`src/rtl/serial_alu_controller_if.sv`:
```
// serial_alu_controller_if
//   Bundles the command handshake and the bit-cell / result-mux wiring of
//   the bit-serial ALU sequencer.
//   slave  : view of the sequencer (command in, bit-cell drive out)
//   master : view of the environment (command source + bit cells + mux)
//   Signals:
//     start_i/ready_o        command valid/ready
//     op_i, a_i, b_i         opcode and operands
//     f_o                    function select to the result multiplexer
//     a_bit_o, b_bit_o       current operand bits to the bit cells
//     carry_o / carry_i      carry-or-borrow loop to/from the selected cell
//     result_bit_i           selected result bit from the multiplexer
//     result_o, flag_o       last completed word and final carry/borrow
//     done_o                 one-cycle completion pulse
interface serial_alu_controller_if #(
  parameter int unsigned DATA_WIDTH = 8,
  parameter int unsigned MUX_WIDTH  = 3
);
  logic                  start_i;
  logic                  ready_o;
  logic [MUX_WIDTH-1:0]  op_i;
  logic [DATA_WIDTH-1:0] a_i;
  logic [DATA_WIDTH-1:0] b_i;
  logic [MUX_WIDTH-1:0]  f_o;
  logic                  a_bit_o;
  logic                  b_bit_o;
  logic                  carry_o;
  logic                  carry_i;
  logic                  result_bit_i;
  logic [DATA_WIDTH-1:0] result_o;
  logic                  flag_o;
  logic                  done_o;

  modport slave (
    input  start_i, op_i, a_i, b_i, carry_i, result_bit_i,
    output ready_o, f_o, a_bit_o, b_bit_o, carry_o, result_o, flag_o, done_o
  );

  modport master (
    output start_i, op_i, a_i, b_i, carry_i, result_bit_i,
    input  ready_o, f_o, a_bit_o, b_bit_o, carry_o, result_o, flag_o, done_o
  );
endinterface

```
`src/rtl/serial_alu_controller.sv`:
```
// serial_alu_controller
//   Bit-serial ALU sequencer. Accepts one command (op, A, B) in IDLE,
//   streams operand bits LSB-first to external 1-bit cells for DATA_WIDTH
//   cycles while looping carry/borrow, assembles the selected result bits
//   MSB-inserted, then publishes the word with a one-cycle done pulse.
//   Ports:
//     clk_i   clock, rising edge
//     rst_ni  asynchronous active-low reset
//     bus     serial_alu_controller_if.slave (handshake + bit-cell wiring)
module serial_alu_controller #(
  parameter int unsigned DATA_WIDTH = 8,
  parameter int unsigned MUX_WIDTH  = 3
) (
  input  logic                    clk_i,
  input  logic                    rst_ni,
  serial_alu_controller_if.slave  bus
);

  localparam int unsigned CNT_W = (DATA_WIDTH > 1) ? $clog2(DATA_WIDTH) : 1;

  localparam logic [MUX_WIDTH-1:0] OP_AND = MUX_WIDTH'(0);
  localparam logic [MUX_WIDTH-1:0] OP_ADD = MUX_WIDTH'(3);
  localparam logic [MUX_WIDTH-1:0] OP_SUB = MUX_WIDTH'(4);

  typedef enum logic [1:0] {
    IDLE  = 2'd0,
    SHIFT = 2'd1,
    DONE  = 2'd2
  } state_t;

  state_t                state_q;
  state_t                state_d;

  logic [DATA_WIDTH-1:0] a_sh;
  logic [DATA_WIDTH-1:0] b_sh;
  logic [DATA_WIDTH-1:0] res_sh;
  logic [DATA_WIDTH-1:0] res_next;
  logic [MUX_WIDTH-1:0]  op_q;
  logic                  carry_q;
  logic                  carry_next;
  logic                  is_arith;
  logic                  last_bit;
  logic [CNT_W-1:0]      cnt_q;
  logic [DATA_WIDTH-1:0] result_q;
  logic                  flag_q;

  // Carry only circulates for ADD/SUB; logic ops keep the loop at zero.
  assign is_arith   = (op_q == OP_ADD) || (op_q == OP_SUB);
  assign carry_next = is_arith & bus.carry_i;
  assign res_next   = {bus.result_bit_i, res_sh[DATA_WIDTH-1:1]};
  assign last_bit   = (cnt_q == '0);

  // State register.
  always_ff @(posedge clk_i or negedge rst_ni) begin
    if (!rst_ni) begin
      state_q <= IDLE;
    end else begin
      state_q <= state_d;
    end
  end

  // Next-state and output decode.
  always_comb begin
    state_d      = state_q;
    bus.ready_o  = 1'b0;
    bus.done_o   = 1'b0;
    bus.a_bit_o  = 1'b0;
    bus.b_bit_o  = 1'b0;
    bus.carry_o  = 1'b0;
    bus.f_o      = op_q;
    bus.result_o = result_q;
    bus.flag_o   = flag_q;
    unique case (state_q)
      IDLE: begin
        bus.ready_o = 1'b1;
        if (bus.start_i) begin
          state_d = SHIFT;
        end
      end
      SHIFT: begin
        bus.a_bit_o = a_sh[0];
        bus.b_bit_o = b_sh[0];
        bus.carry_o = carry_q;
        if (last_bit) begin
          state_d = DONE;
        end
      end
      DONE: begin
        bus.done_o = 1'b1;
        state_d    = IDLE;
      end
      default: begin
        state_d = IDLE;
      end
    endcase
  end

  // Operand shifters, carry loop, bit counter and result capture.
  always_ff @(posedge clk_i or negedge rst_ni) begin
    if (!rst_ni) begin
      a_sh     <= '0;
      b_sh     <= '0;
      res_sh   <= '0;
      op_q     <= OP_AND;
      carry_q  <= 1'b0;
      cnt_q    <= '0;
      result_q <= '0;
      flag_q   <= 1'b0;
    end else begin
      unique case (state_q)
        IDLE: begin
          if (bus.start_i) begin
            a_sh    <= bus.a_i;
            b_sh    <= bus.b_i;
            // Unused opcodes fall back to AND, matching the mux default.
            op_q    <= (bus.op_i <= OP_SUB) ? bus.op_i : OP_AND;
            carry_q <= 1'b0;
            cnt_q   <= CNT_W'(DATA_WIDTH - 1);
          end
        end
        SHIFT: begin
          res_sh  <= res_next;
          a_sh    <= a_sh >> 1;
          b_sh    <= b_sh >> 1;
          carry_q <= carry_next;
          cnt_q   <= cnt_q - CNT_W'(1);
          if (last_bit) begin
            result_q <= res_next;
            flag_q   <= carry_next;
          end
        end
        default: begin
        end
      endcase
    end
  end

endmodule

```
`src/flat_wrapper.sv`:
```
// flat-port wrapper written by rule: the top's interface ports become plain ports
module serial_alu_controller_flat 
#(
  parameter int unsigned DATA_WIDTH = 8,
  parameter int unsigned MUX_WIDTH  = 3
)
  (clk_i, rst_ni, bus_start_i, bus_op_i, bus_a_i, bus_b_i, bus_carry_i, bus_result_bit_i, bus_ready_o, bus_f_o, bus_a_bit_o, bus_b_bit_o, bus_carry_o, bus_result_o, bus_flag_o, bus_done_o);
  serial_alu_controller_if #(.DATA_WIDTH(DATA_WIDTH), .MUX_WIDTH(MUX_WIDTH)) bus_i ();
  input  logic clk_i;
  input  logic rst_ni;
  input wire logic [$bits(bus_i.start_i)-1:0] bus_start_i;
  input wire logic [$bits(bus_i.op_i)-1:0] bus_op_i;
  input wire logic [$bits(bus_i.a_i)-1:0] bus_a_i;
  input wire logic [$bits(bus_i.b_i)-1:0] bus_b_i;
  input wire logic [$bits(bus_i.carry_i)-1:0] bus_carry_i;
  input wire logic [$bits(bus_i.result_bit_i)-1:0] bus_result_bit_i;
  output wire logic [$bits(bus_i.ready_o)-1:0] bus_ready_o;
  output wire logic [$bits(bus_i.f_o)-1:0] bus_f_o;
  output wire logic [$bits(bus_i.a_bit_o)-1:0] bus_a_bit_o;
  output wire logic [$bits(bus_i.b_bit_o)-1:0] bus_b_bit_o;
  output wire logic [$bits(bus_i.carry_o)-1:0] bus_carry_o;
  output wire logic [$bits(bus_i.result_o)-1:0] bus_result_o;
  output wire logic [$bits(bus_i.flag_o)-1:0] bus_flag_o;
  output wire logic [$bits(bus_i.done_o)-1:0] bus_done_o;
  assign bus_i.start_i = bus_start_i;
  assign bus_i.op_i = bus_op_i;
  assign bus_i.a_i = bus_a_i;
  assign bus_i.b_i = bus_b_i;
  assign bus_i.carry_i = bus_carry_i;
  assign bus_i.result_bit_i = bus_result_bit_i;
  assign bus_ready_o = bus_i.ready_o;
  assign bus_f_o = bus_i.f_o;
  assign bus_a_bit_o = bus_i.a_bit_o;
  assign bus_b_bit_o = bus_i.b_bit_o;
  assign bus_carry_o = bus_i.carry_o;
  assign bus_result_o = bus_i.result_o;
  assign bus_flag_o = bus_i.flag_o;
  assign bus_done_o = bus_i.done_o;
  serial_alu_controller #(.DATA_WIDTH(DATA_WIDTH), .MUX_WIDTH(MUX_WIDTH)) u_core (.clk_i(clk_i), .rst_ni(rst_ni), .bus(bus_i));
endmodule
```
`config.mk`:
```
export PLATFORM = sky130hd
export DESIGN_NAME = serial_alu_controller_flat
export DESIGN_NICKNAME = d
export VERILOG_FILES = /design/src/rtl/serial_alu_controller_if.sv /design/src/rtl/serial_alu_controller.sv /design/src/flat_wrapper.sv
export SDC_FILE = /design/constraint.sdc
export NUM_CORES = 1
export LEC_CHECK = 0
export BUFFER_PORTS_ARGS = -buffer_cell sky130_fd_sc_hd__buf_2
export CAP_MARGIN = 20
export CORE_MARGIN = 2
export CORE_UTILIZATION = 30
export CTS_CLUSTER_SIZE = 24
export DETAILED_ROUTE_END_ITERATION = 16
export SLEW_MARGIN = 0
export SYNTH_ARGS = -nofsm -noshare
export SYNTH_HDL_FRONTEND = slang
export SYNTH_SLANG_ARGS = --single-unit
```
`constraint.sdc`:
```
create_clock -name clk_i -period 1.26 [get_ports clk_i]
set_input_delay 0.252 -clock clk_i [delete_from_list [all_inputs] [get_ports clk_i]]
set_output_delay 0.252 -clock clk_i [all_outputs]
set_load 0.02 [all_outputs]
```
==> results list <==
- The flow ran to the end, but the final reports show violations.
* Violated checks: negative setup slack
- The floorplan step set the die width to 83.1 um.
- Along the worst path, the maximum fanout reaches 2.
- Number of remaining DRC errors: 0
- Count of maximum capacitance violations: 0
- Clock latency on the worst-skew pair, taken at its later pin, is 0.29 ns.
- CTS H-Tree Depth: 2
- In this design, the stage delay of the slowest critical-path cell is 0.40 ns.
- Yosys printed 0 warnings.
* Final worst path period need: 1.49 ns
- Routed length per placed instance: 13.3 um
- Once layout is done, the placed cells without fillers occupy 2680 um2.
- Slowest cell on crit path: dfrtp_1
* Crit path buf inv count: 2
- Cells with a size suffix above 1 make up 53.1% of the layout.
* Pwr/cell area: 2380 nW/um2
* TritonCTS clock tree: yes
- The congestion estimate from routability-driven global placement came to 0.689.
- After floorplanning, the core was divided into 28 placement rows.
- Top-level I/O count: 41
* Total number of vias: 1,523
- Clock-pin slew was measured on the worst setup and hold paths at 0.08 ns.
- The share of synthesized area in the top cell type comes to 54.7%.
- Worst vdd rail ir drop: 1.31 mV
- Maximum clock rate: 669 MHz
* Synthesized Nets: 203
* Number of nets with antenna violations after detailed routing: 0
- The multi-input combinational cells in the finished layout cover a total of 936 um2.
- In the global route stage, met2 resource usage came out at 20.6%.
- For this run the aggregate overflow at the end of global routing stands at 0.
* Die height: 83.1 um
- STA classifies the critical path startpoint as a flop.
- Post-Syn Instances: 177
* Post-DP HPWL: 2760 um
- The worst pin sits at a relative slew slack of 84.4%.
* Top Family by Delay on Critical Path: flip-flops
- Syn Std Cell Area: 1880 um2
- First drt pass iteration count: 4
- The clock passes through at most 2 buffers.
- Count of endpoints failing hold in the final timing report: 0
* Global Route met1 Usage: 17.3%
- For this configuration, the core starts out at a cell density of 31.3%.
- The first routing iteration left 29 violations.
- Largest net degree at the start of global routing: 42
* Pwr Total: 6.37 mW
* Number of vias per cell: 4.76
- Number of distinct library cell variants in the gate-level netlist after synthesis: 26
- CTS placed an instance of clkbuf_8 at the clock tree root.
* First-pass GRT wire length: 7340 um
- 0 antenna diodes ended up in the layout.
- Area growth syn-to-layout: 43.0%
- Final setup violation count: 38
- Summing all flip-flop and latch instances after layout gives 1030 um2.
- Proportion of synthesized chip area in sequential cells: 54.7%
- The biggest area contributor in the post-synthesis netlist is dfrtp_1.
- For the worst setup path, the data arrival time is 1.24 ns.
- Placed cell area: 2290 um2
- STA puts the critical path data required time at 1.01 ns.
- Element type at the critical path end: primary output
- Hold Worst Slack: 0.160 ns
* Overall routed net length: 4250 um
* Tcrit/Tclk final: 119%
- Clock skew on the completed layout was measured at 0.00478 ns.
- Slew Viols, Final: 0
- Traced cell by cell, the critical path runs through nor2b_4, buf_4, and2_4, buf_6.
- Count of port buffers added during placement: 40
* Net count, final: 270
* Overall routing resource usage: 13.0%
- The die covers 6900 um2.
- Most area-consuming cells after synthesis: dfrtp_1, nand2_1, a22oi_1
- Number of synthesized register bits: 41
* CTS Buf Count: 5
* Unrepaired setup endpoints after global routing: true
* Layer with the highest usage: met2
- For met3 alone, demand over resource in global routing was 3.18%.
* TritonCTS Sinks: 41
- Number of antenna violations at the first check in global routing: 0
- Setup CP Type: flop to primary output
- Summed over all cells, the static leakage comes to 1.29 nW.
- Counting the fill cells in the layout gives 566.
* Slew at the pin closest to its max-slew limit: 0.233 ns
* Core area: 5990 um2
- The number of global-route vias before repair was 1,524.
- In this run the worst hold path is classified as input port to flop.
- Mean instance size in the synthesized netlist: 10.6 um2
* Final WS setup: -0.234 ns
## cell usage in the layout, fill, tap and decap left out, drive strengths merged, types with 2 or more instances in the layout
master / Yosys / routed
clkinv: 0 / 2
and2b: 9 / 9
nand3: 3 / 3
a21oi: 11 / 11
nor2: 4 / 4
dfrtp: 41 / 41
or3b: 1 / 2
buf: 8 / 70
nor2b: 4 / 4
ha: 2 / 2
nand2b: 3 / 3
and2: 3 / 3
inv: 3 / 3
mux2: 8 / 8
nand2: 31 / 31
o2bb2ai: 6 / 6
o21ai: 16 / 16
clkbuf: 4 / 5
a22oi: 14 / 14
## sequential cells by signal, summed over array words and instances, names as in the netlist
signal,cells
u_core.a_sh,8
u_core.b_sh,8
u_core.bus.result_o,8
u_core.res_sh,7
u_core.bus.f_o,3
u_core.cnt_q,3
u_core.state_q,2
u_core.bus.flag_o,1
u_core.carry_q,1
## cells by family (layout without fill, tap and decap cells)
family	count (synthesis)	in the layout	synth area share (%)
multiplexers	8	8	4.80
buffers and inverters	15	82	4.54
AND/OR/NAND/NOR	63	64	18.1
adder cells (fa/ha/maj)	2	2	1.33
AO/OA/AOI/OAI	48	48	16.5
flip-flops	41	41	54.7
## area by class of cell
class,instances,share of cell area [%]
inverters,3,0.420
clock inverters,3,0.653
multi-input cells,122,34.9
repair buffers,71,19.7
flip-flops and latches,41,38.2
clock buffers,5,2.57
well taps,75,3.50
## cells in the mapped netlist
| library cell | count |
|---|---|
| or3b_4 | 1 |
| and3b_1 | 1 |
| inv_1 | 3 |
| and2_1 | 3 |
| buf_2 | 5 |
| mux2_2 | 8 |
| o2bb2ai_1 | 6 |
| a22oi_1 | 14 |
| nand3_1 | 3 |
| ha_1 | 2 |
| dfrtp_1 | 41 |
| nor3_1 | 1 |
| nor3b_4 | 1 |
| nor2b_1 | 4 |
| clkbuf_1 | 4 |
| nor2_1 | 4 |
| and2b_1 | 9 |
| o22ai_1 | 1 |
| and4bb_2 | 1 |
| nand2_1 | 31 |
| nand2b_1 | 3 |
| buf_6 | 3 |
| o21ai_0 | 13 |
| and3_1 | 1 |
| a21oi_1 | 11 |
| o21ai_2 | 3 |
## metal layers
layer / wire length [um] / part of all wire, %
met1: 2020 / 48
met2: 2000 / 47
met3: 168 / 4.0
met4: 51 / 1.2
met5: 0 / 0
## where the power goes
part / internal [mW] / total, mW / switching, mW
registers: 1.88 / 2.28 / 0.394
clock network: 0.382 / 0.845 / 0.462
logic: 1.66 / 3.25 / 1.59
## stage by stage
step	setup WS, ns	setup TNS, ns	util, %	cells
2_1_floorplan	-0.136	-0.979	-	177
3_3_place_gp	-0.187	-2.24	38.3	300
3_5_place_dp	-0.235	-2.62	38.3	300
4_1_cts	-0.237	-4.70	42.7	316
5_1_grt	-0.298	-7.29	44.8	320
6_report	-0.234	-4.70	44.8	320
## worst min-delay path, delay by kind of cell
family / cells / cell delay, ns
simple gates: 2 / 0.08
buf+inv: 1 / 0.09
## path summary, 6_finish.rpt
kind,endpoint,start,cells past startpoint,slack [ns]
max,bus_carry_o,u_core.state_q[0]$_DFFE_PN0P_,4,-0.23
min,u_core.b_sh[7]$_DFFE_PN0P_,bus_b_i[7],3,0.16
max reg2reg,u_core.cnt_q[0]$_DFFE_PN0P_,u_core.state_q[1]$_DFFE_PN0P_,7,-0.19
min reg2reg,u_core.res_sh[1]$_DFFE_PN0P_,u_core.res_sh[1]$_DFFE_PN0P_,2,0.48
max in group asynchronous,u_core.a_sh[1]$_DFFE_PN0P_,rst_ni,3,0.61
min in group asynchronous,u_core.bus.result_o[6]$_DFFE_PN0P_,rst_ni,3,0.45
## what timing repair did
action | CTS | global route
cloned | 1 | 0
gates resized for setup | 45 | 25
pin swaps | 14 | 11
hold endpoints to repair | 41 | 0
hold buffers | 1 | 0
endpoints found under the setup margin | 34 | 45
buffers inserted | 6 | 4
Note: power is estimated with default switching activity, not from simulation.
